<file path="config.mk">
export PLATFORM = sky130hd
export DESIGN_NAME = regfile_wb_ctrl
export DESIGN_NICKNAME = d
export VERILOG_FILES = /design/src/rtl/regfile_wb_ctrl.sv
export SDC_FILE = /design/constraint.sdc
export NUM_CORES = 1
export LEC_CHECK = 0
export BUFFER_PORTS_ARGS = -buffer_cell sky130_fd_sc_hd__buf_2
export CAP_MARGIN = 20
export CORE_MARGIN = 2
export CORE_UTILIZATION = 58
export CTS_CLUSTER_DIAMETER = 120
export CTS_CLUSTER_SIZE = 10
export DETAILED_ROUTE_END_ITERATION = 8
export PLACE_DENSITY = 0.87
export SYNTH_ARGS = -nofsm -noshare
export SYNTH_HDL_FRONTEND = slang
export SYNTH_SLANG_ARGS = --single-unit
</file>
<file path="constraint.sdc">
create_clock -name clk -period 3.5 [get_ports clk]
set_input_delay 0.35 -clock clk [delete_from_list [all_inputs] [get_ports clk]]
set_output_delay 0.35 -clock clk [all_outputs]
set_load 0.01 [all_outputs]
</file>
<file path="src/rtl/regfile_wb_ctrl.sv">
// regfile_wb_ctrl: arbitrates ALU/load writebacks into a FIFO drained onto the register file write port,
// with a pending-write mask and youngest-match forwarding lookup.
module regfile_wb_ctrl #(
   parameter int DEPTH = 4,
   parameter int DW    = 16,
   parameter int AW    = 4
) (
   input  logic                       clk,
   input  logic                       rst,
   input  logic                       alu_valid,
   output logic                       alu_ready,
   input  logic [AW-1:0]              alu_rd,
   input  logic [DW-1:0]              alu_data,
   input  logic                       ld_valid,
   output logic                       ld_ready,
   input  logic [AW-1:0]              ld_rd,
   input  logic [DW-1:0]              ld_data,
   output logic                       regwr,
   output logic [AW-1:0]              add_Rd,
   output logic [DW-1:0]              data_wr,
   output logic [2**AW-1:0]           pend_mask,
   input  logic [AW-1:0]              fwd_addr,
   output logic                       fwd_hit,
   output logic [DW-1:0]              fwd_data,
   output logic [$clog2(DEPTH):0]     count
);
   localparam int PW = $clog2(DEPTH);
   localparam int CW = PW + 1;

   logic [AW-1:0] rd_q  [DEPTH];
   logic [DW-1:0] dat_q [DEPTH];
   logic [PW-1:0] wp_q, wp_d, rp_q, rp_d, idx;
   logic [CW-1:0] cnt_q, cnt_d;
   logic          last_ld_q, last_ld_d;
   logic          space, gnt_alu, gnt_ld, acc, enq, deq;
   logic [AW-1:0] in_rd;
   logic [DW-1:0] in_dat;

   always_comb begin
      space     = (cnt_q < CW'(DEPTH)) || (cnt_q != '0);
      gnt_alu   = alu_valid && (!ld_valid || last_ld_q);
      gnt_ld    = ld_valid && (!alu_valid || !last_ld_q);
      alu_ready = gnt_alu && space;
      ld_ready  = gnt_ld && space;
      acc       = (alu_valid && alu_ready) || (ld_valid && ld_ready);
      in_rd     = alu_ready ? alu_rd : ld_rd;
      in_dat    = alu_ready ? alu_data : ld_data;
      enq       = acc && (in_rd != '0);
      deq       = cnt_q != '0;
      wp_d      = enq ? wp_q + PW'(1) : wp_q;
      rp_d      = deq ? rp_q + PW'(1) : rp_q;
      cnt_d     = cnt_q + CW'(enq) - CW'(deq);
      last_ld_d = acc ? ld_ready : last_ld_q;
      regwr     = deq;
      add_Rd    = deq ? rd_q[rp_q] : '0;
      data_wr   = deq ? dat_q[rp_q] : '0;
      count     = cnt_q;
   end

   // Walk oldest to youngest so the last match left standing is the youngest.
   always_comb begin
      pend_mask = '0;
      fwd_hit   = 1'b0;
      fwd_data  = '0;
      idx       = '0;
      for (int i = 0; i < DEPTH; i++) begin
         idx = rp_q + PW'(i);
         if (CW'(i) < cnt_q) begin
            pend_mask[rd_q[idx]] = 1'b1;
            if (fwd_addr != '0 && rd_q[idx] == fwd_addr) begin
               fwd_hit  = 1'b1;
               fwd_data = dat_q[idx];
            end
         end
      end
      pend_mask[0] = 1'b0;
   end

   always_ff @(posedge clk or posedge rst) begin
      if (rst) begin
         wp_q      <= '0;
         rp_q      <= '0;
         cnt_q     <= '0;
         last_ld_q <= 1'b1;
      end else begin
         wp_q      <= wp_d;
         rp_q      <= rp_d;
         cnt_q     <= cnt_d;
         last_ld_q <= last_ld_d;
      end
   end

   always_ff @(posedge clk) begin
      if (enq) begin
         rd_q[wp_q]  <= in_rd;
         dat_q[wp_q] <= in_dat;
      end
   end
endmodule

</file>
# --- Yosys cells after proc, flatten, opt, wreduce, memory -nomap -nowiden ---
# Memories as Yosys holds them, arrays and structs flattened.
# Cells that the tools add are included.
# Widths: inputs -> output; s select.
op_classes:
  bitwise_logic: 3
  n_reduce_logical: 25
  add_sub_neg: 6
  n_lt_le_gt_ge: 13
  n_mux: 34
  eq_ne: 4
op_table:
  columns: ["cell", "count"]
  rows:
  - ["$mux 16", 14]
  - ["$or 16x16->16", 3]
  - ["$lt 4x5->1 const B", 4]
  - ["$demux 1 s4", 4]
  - ["$eq 4x4->1", 4]
  - ["$ge 4x1->1 const B", 4]
  - ["$logic_and 1x1->1", 15]
  - ["$mux 1", 14]
  - ["$mux 4", 2]
  - ["$reduce_bool 4->1", 2]
  - ["$lt 1x3->1 const A", 2]
  - ["$lt 2x3->1 const A", 2]
  - ["$add 2x1->2 const B", 2]
  - ["$add 2x2->2 const B", 2]
  - ["$logic_or 1x1->1", 4]
  - ["$add 3x1->3", 1]
  - ["$logic_not 1->1", 3]
  - ["$lt 3x3->1 const B", 1]
  - ["$reduce_bool 3->1", 1]
  - ["$sub 3x1->3", 1]
totals:
  out_inout_bits: 59
  word_cells: 91
  ramBits: 80
  n_memories: 2
  in_bits: 48
  register_bits: 8
memory_table:
  columns: ["memory", "depth", "width", "read_ports", "rd_clocked_by_memory_dff", "wr", "line", "source"]
  rows:
  - ["dat_q", 4, 16, 4, 0, 1, "31", "logic [DW-1:0] dat_q [DEPTH];"]
  - ["rd_q", 4, 4, 4, 0, 1, "30", "logic [AW-1:0] rd_q [DEPTH];"]

# --- Depth between registers and ports, before layout ---
# An unclocked memory read counts as a cell.
depth:
  ltp_word: 12
  mapped_depth: 11
  mapped_depth_nobuf: 10

# --- Worst setup path after synthesis ---
# Ideal clock, no wire load.
synth_path:
  path_kind: "in2reg"
  startpoint: "input ld_valid"
  endpoint: "register cnt_q[2] (netlist: count[2])"
  arrival_ns: 2.715
  setup_ns: 0.123
  n_path_buf: 1
  slack_ns: 0.663
  path_stages: 11
  required_ns: 3.377
  cell_sequence: "inv_1 o21ai_0 clkbuf_1 mux2_2 nor4_1 o21bai_1 ha_1 inv_1 ha_1 fa_1 xnor2_1"
synth_via:
  elab_chain_len: 9
  elab_cells_between_ends: 14
  classes_between: "2 x add/sub; 1 x mux; 11 x reduce/logical"
synth_rtl:
  columns: ["item", "line", "source"]
  rows:
  - ["from (decl)", "14", "input logic ld_valid,"]
  - ["$logic_not 1->1", "41", "gnt_alu = alu_valid && (!ld_valid || last_ld_q);"]
  - ["$logic_or 1x1->1", "41", null]
  - ["$logic_and 1x1->1", "41", null]
  - ["$logic_and 1x1->1", "43", "alu_ready = gnt_alu && space;"]
  - ["$mux 4", "46", "in_rd = alu_ready ? alu_rd : ld_rd;"]
  - ["named net in_rd[1]", "36", "logic [AW-1:0] in_rd;"]
  - ["$reduce_bool 4->1", "48", "enq = acc && (in_rd != '0);"]
  - ["$logic_and 1x1->1", "48", null]
  - ["$add 3x1->3", "52", "cnt_d = cnt_q + CW'(enq) - CW'(deq);"]
  - ["$sub 3x1->3", "52", null]
  - ["named net cnt_d[2]", "33", "logic [CW-1:0] cnt_q, cnt_d;"]
  - ["to (signal assigned)", "88", "cnt_q <= cnt_d;"]
  - ["to (decl)", "33", null]
# The timed path passes the listed nets, and every way through them passes these cells.
# A chain may end at the register's enable or synchronous reset.

# --- Worst setup path in the final report ---
layout_path:
  startpoint: "register rp_q[1]"
  endpoint: "output fwd_hit"
layout_via:
  elab_chain_len: 11
  elab_cells_between_ends: 20
  classes_between: "3 x add/sub; 4 x eq/ne; 8 x mux; 4 x reduce/logical; 1 x memory"
layout_rtl:
  columns: ["item", "line", "source"]
  rows:
  - ["from (decl)", "32", "logic [PW-1:0] wp_q, wp_d, rp_q, rp_d, idx;"]
  - ["from (signal assigned)", "87", "rp_q <= rp_d;"]
  - ["$mem_v2 4x4 *", null, null]
  - ["$eq 4x4->1", "70", "if (fwd_addr != '0 && rd_q[idx] == fwd_addr) begin"]
  - ["$logic_and 1x1->1", "70", null]
  - ["$mux 1", "70", null]
  - ["$mux 1", "68", "if (CW'(i) < cnt_q) begin"]
  - ["$mux 1", "70", null]
  - ["$mux 1", "68", null]
  - ["$mux 1", "70", null]
  - ["$mux 1", "68", null]
  - ["$mux 1", "70", null]
  - ["$mux 1 *", "68", null]
  - ["to (decl)", "23", "output logic fwd_hit,"]
# Mark *: on every way between the ends. The rest lies on a longest branch, timed or not.

==> results.md <==
- Outcome: completed
- Final WL: 17730 µm
- Worst min path class: input pin to flop
- Reg2Reg Depth: 9
- Critical path arrival: 3.03 ns
- Flops & latches, synth: 88
- Synth Flop Type: edfxtp_1
- RSZ-0062 raised after global routing: no
- Worst path bufs/invs: 2
- Met1 wire length: 6452 µm
- Fraction of registers with async set/reset: 9.091%
- Slowest CP cell: mux4_2
- Worst path top cell family by delay: multiplexers
- Number of global-route vias before repair: 5449
- Fin Hold WS: 0.1746 ns
- Die W: 108.4 µm
- Crit-path max FO: 33
- Min Tclk post-route: 3.377 ns
- Antenna viol nets, final: 0
- EDFF count, synth: 80
- TritonCTS clock tree: built
- Period utilization: 96.48%
- Root buffer cell: clkbuf_8
- CP Data Required Time: 3.15 ns
- Achievable Freq: 296.1 MHz
- Worst path cell trace: mux4_2 -> xor2_1 -> nor3_1 -> nand4_1 -> buf_4 -> o21ai_0 -> or3_1 -> buf_2
- Peak supply drop: 0.5096 mV
- Reg2Reg Capture Point: count[2]$_DFF_PP0_
- Synthesized net count: 688
- LEAKAGE: 2.990 nW
- Area leader, netlist: edfxtp_1
- Nets@finish: 791
- Filler cell count: 806
- GRT Total Usage: 30.27%
- Core Area: 0.01075 mm²
- Reg-to-reg startpoint: last_ld_q$_DFFE_PP1P_
- Port bufs: 105
- CP Capture Type: output pin
- Synthesized area per cell: 10.02 µm²
- Synth warn: 0
- Vias: 5615
- Post-Syn Instances: 631
- H-tree depth: 3
- Critical Path Max Stage Delay: 0.63 ns
- Post-Syn Area: 0.006322 mm²
- Synth top area cells: edfxtp_1, mux2_2, mux2i_1
- Most frequent cell after synthesis: edfxtp_1
- Synth top area share: 38.00%
- Clock Tree Buf Depth: 2
- Max_cap viols: 0
- Max-slew violations: 0
- CTS Buf Count: 9
- DRC marker count from the first detailed-route iteration: 541
- PwrDens: 1031 mW/mm²
- Fraction of layout cells with a size suffix above 1: 32.21%
- Tot Pwr: 0.007560 W
- Uppermost routed layer: met4
- WS Path Type: flop to output pin
- Crit. path cell count: 8
- Final setup fails: 0
- Hpwl dp: 12260 µm
- Final hold viol count: 0
- Worst Setup Start Kind: flop
- Worst-Margin Slew: 0.8284 ns
- Clock Latency Late Sink: 0.36 ns
- Synthesis-to-finish area growth: 15.93%
- Detailed Routing Iterations Pass 1: 6
- Total die area: 0.01175 mm²
- WL met3: 1481 µm
- Worst Setup SP: rp_q[1]$_DFFE_PP0N_
- Largest net degree at the start of global routing: 63
- Top cells by count, synth: edfxtp_1, nand2_1, nor2_1
- Clk sinks: 88
- Worst relative slew slack: 44.66%
- Register area share after synthesis: 41.18%
- Clock slew at reported path FFs: 0.10 ns
- First-pass GRT wire length: 27320 µm
- Worst Skew: 0.009907 ns
- Wire per inst: 20.17 µm
- Routed length on met2: 8931 µm
- # IOs: 107
- Starting density of the core: 58.84%
- DRC viols: 0
- Row cnt: 38
- Initial antenna violation count: 0
- ANT cells: 0
- Worst Setup EP: fwd_hit
- Die H: 108.4 µm
- Remaining global-route overflow: 0
- Via density: 6.388
- Yosys cell types: 57
- RD Place Congestion: 1.031
- Flop2flop setup slack: 0.46 ns
power breakdown:
part	leakage (nW)	switching (W)	total, W	internal, W
Sequential	0.835	0.000241	0.00176	0.00152
Combinational	2.06	0.00298	0.00512	0.00214
Clock	0.0981	0.000401	0.000682	0.000281
how the worst min path moves through the flow:
stage               startpoint                     to  slack, ns  depth (start not counted)
floorplan                  rst     count[0]$_DFF_PP0_       0.16                          1
global placement           rst    wp_q[0]$_DFFE_PP0P_       0.32                          2
finish               alu_valid  last_ld_q$_DFFE_PP1P_       0.17                          2
detailed placement         rst    wp_q[0]$_DFFE_PP0P_       0.34                          2
global route         alu_valid  last_ld_q$_DFFE_PP1P_       0.17                          2
CTS                  alu_valid  last_ld_q$_DFFE_PP1P_       0.16                          2
registers in the layout, summed over array words and instances, names as in the netlist:
signal     cells
count          3
dat_q         64
last_ld_q      1
rd_q          16
rp_q           2
wp_q           2
metal layers:
layer | track usage [%] | vias up
li1 | - | 2551
met5 | 0 | -
met2 | 52.19 | 346
met3 | 3.978 | 82
met1 | 36.35 | 2636
met4 | 17.40 | 0
final cells by class:
type / instances / area, µm² / area share, %
clock inverters: 7 / 75.07 / 1.024
inverters: 20 / 77.57 / 1.058
flip-flops and latches: 88 / 2611 / 35.63
repair buffers: 137 / 834.6 / 11.39
well taps: 140 / 175.2 / 2.390
clock buffers: 9 / 123.9 / 1.690
multi-input cells: 478 / 3432 / 46.82
worst reg2reg max path, cell delays in order, from the launching register on:
cell      delay [ns]
dfstp_2         0.40
o21ai_2         0.39
mux2_2          0.45
nor4_1          0.25
o21bai_1        0.42
ha_1            0.25
inv_1           0.04
ha_1            0.18
fa_1            0.39
xnor2_1         0.19
cell usage in the layout, fill, tap and decap left out, drive strengths merged, types with 7 or more instances in the layout:
cell | Yosys | final
a21oi | 54 | 54
a221oi | 16 | 16
and2 | 17 | 17
buf | 19 | 136
clkbuf | 26 | 9
dfrtp | 7 | 7
edfxtp | 80 | 80
ha | 8 | 8
inv | 19 | 22
mux2 | 44 | 44
mux2i | 40 | 40
mux4 | 13 | 13
nand2 | 79 | 79
nor2 | 65 | 65
nor3 | 7 | 7
o21ai | 37 | 37
o221ai | 10 | 10
o22ai | 18 | 18
xnor2 | 12 | 12
kinds of logic after synthesis:
logic type | Yosys count | share of synthesized area [%]
AOI/OAI and AO/OA | 154 | 16.29
xor gates and xnor gates | 17 | 2.592
adders and majority gates | 9 | 1.900
buffers and inverters | 65 | 4.828
DFF | 88 | 41.18
muxes | 97 | 18.80
other | 1 | 0.05931
and+or+nand+nor | 200 | 14.35
stage by stage:
stage,area [µm²],std cells,setup WS [ns],util (%),TNS [ns]
floorplan,6322,631,0.6626,-,0
detailed placement,7019,852,-0.1116,65.32,-0.3469
global placement,7019,852,0.06430,65.32,0
finish,7330,879,0.1230,68.21,0
global route,7330,879,0.05476,68.21,0
CTS,7283,874,0.03034,67.78,0
repair_timing:
item                                    4_1_cts  5_1_grt
resized for setup                             2        5
endpoints found under the setup margin       17       14
setup buffers                                 5        5
hold endpoints to repair                      7        0
pin swaps                                     2        0
hold buffers                                  1        0
Power figures use the tool's default switching activity.
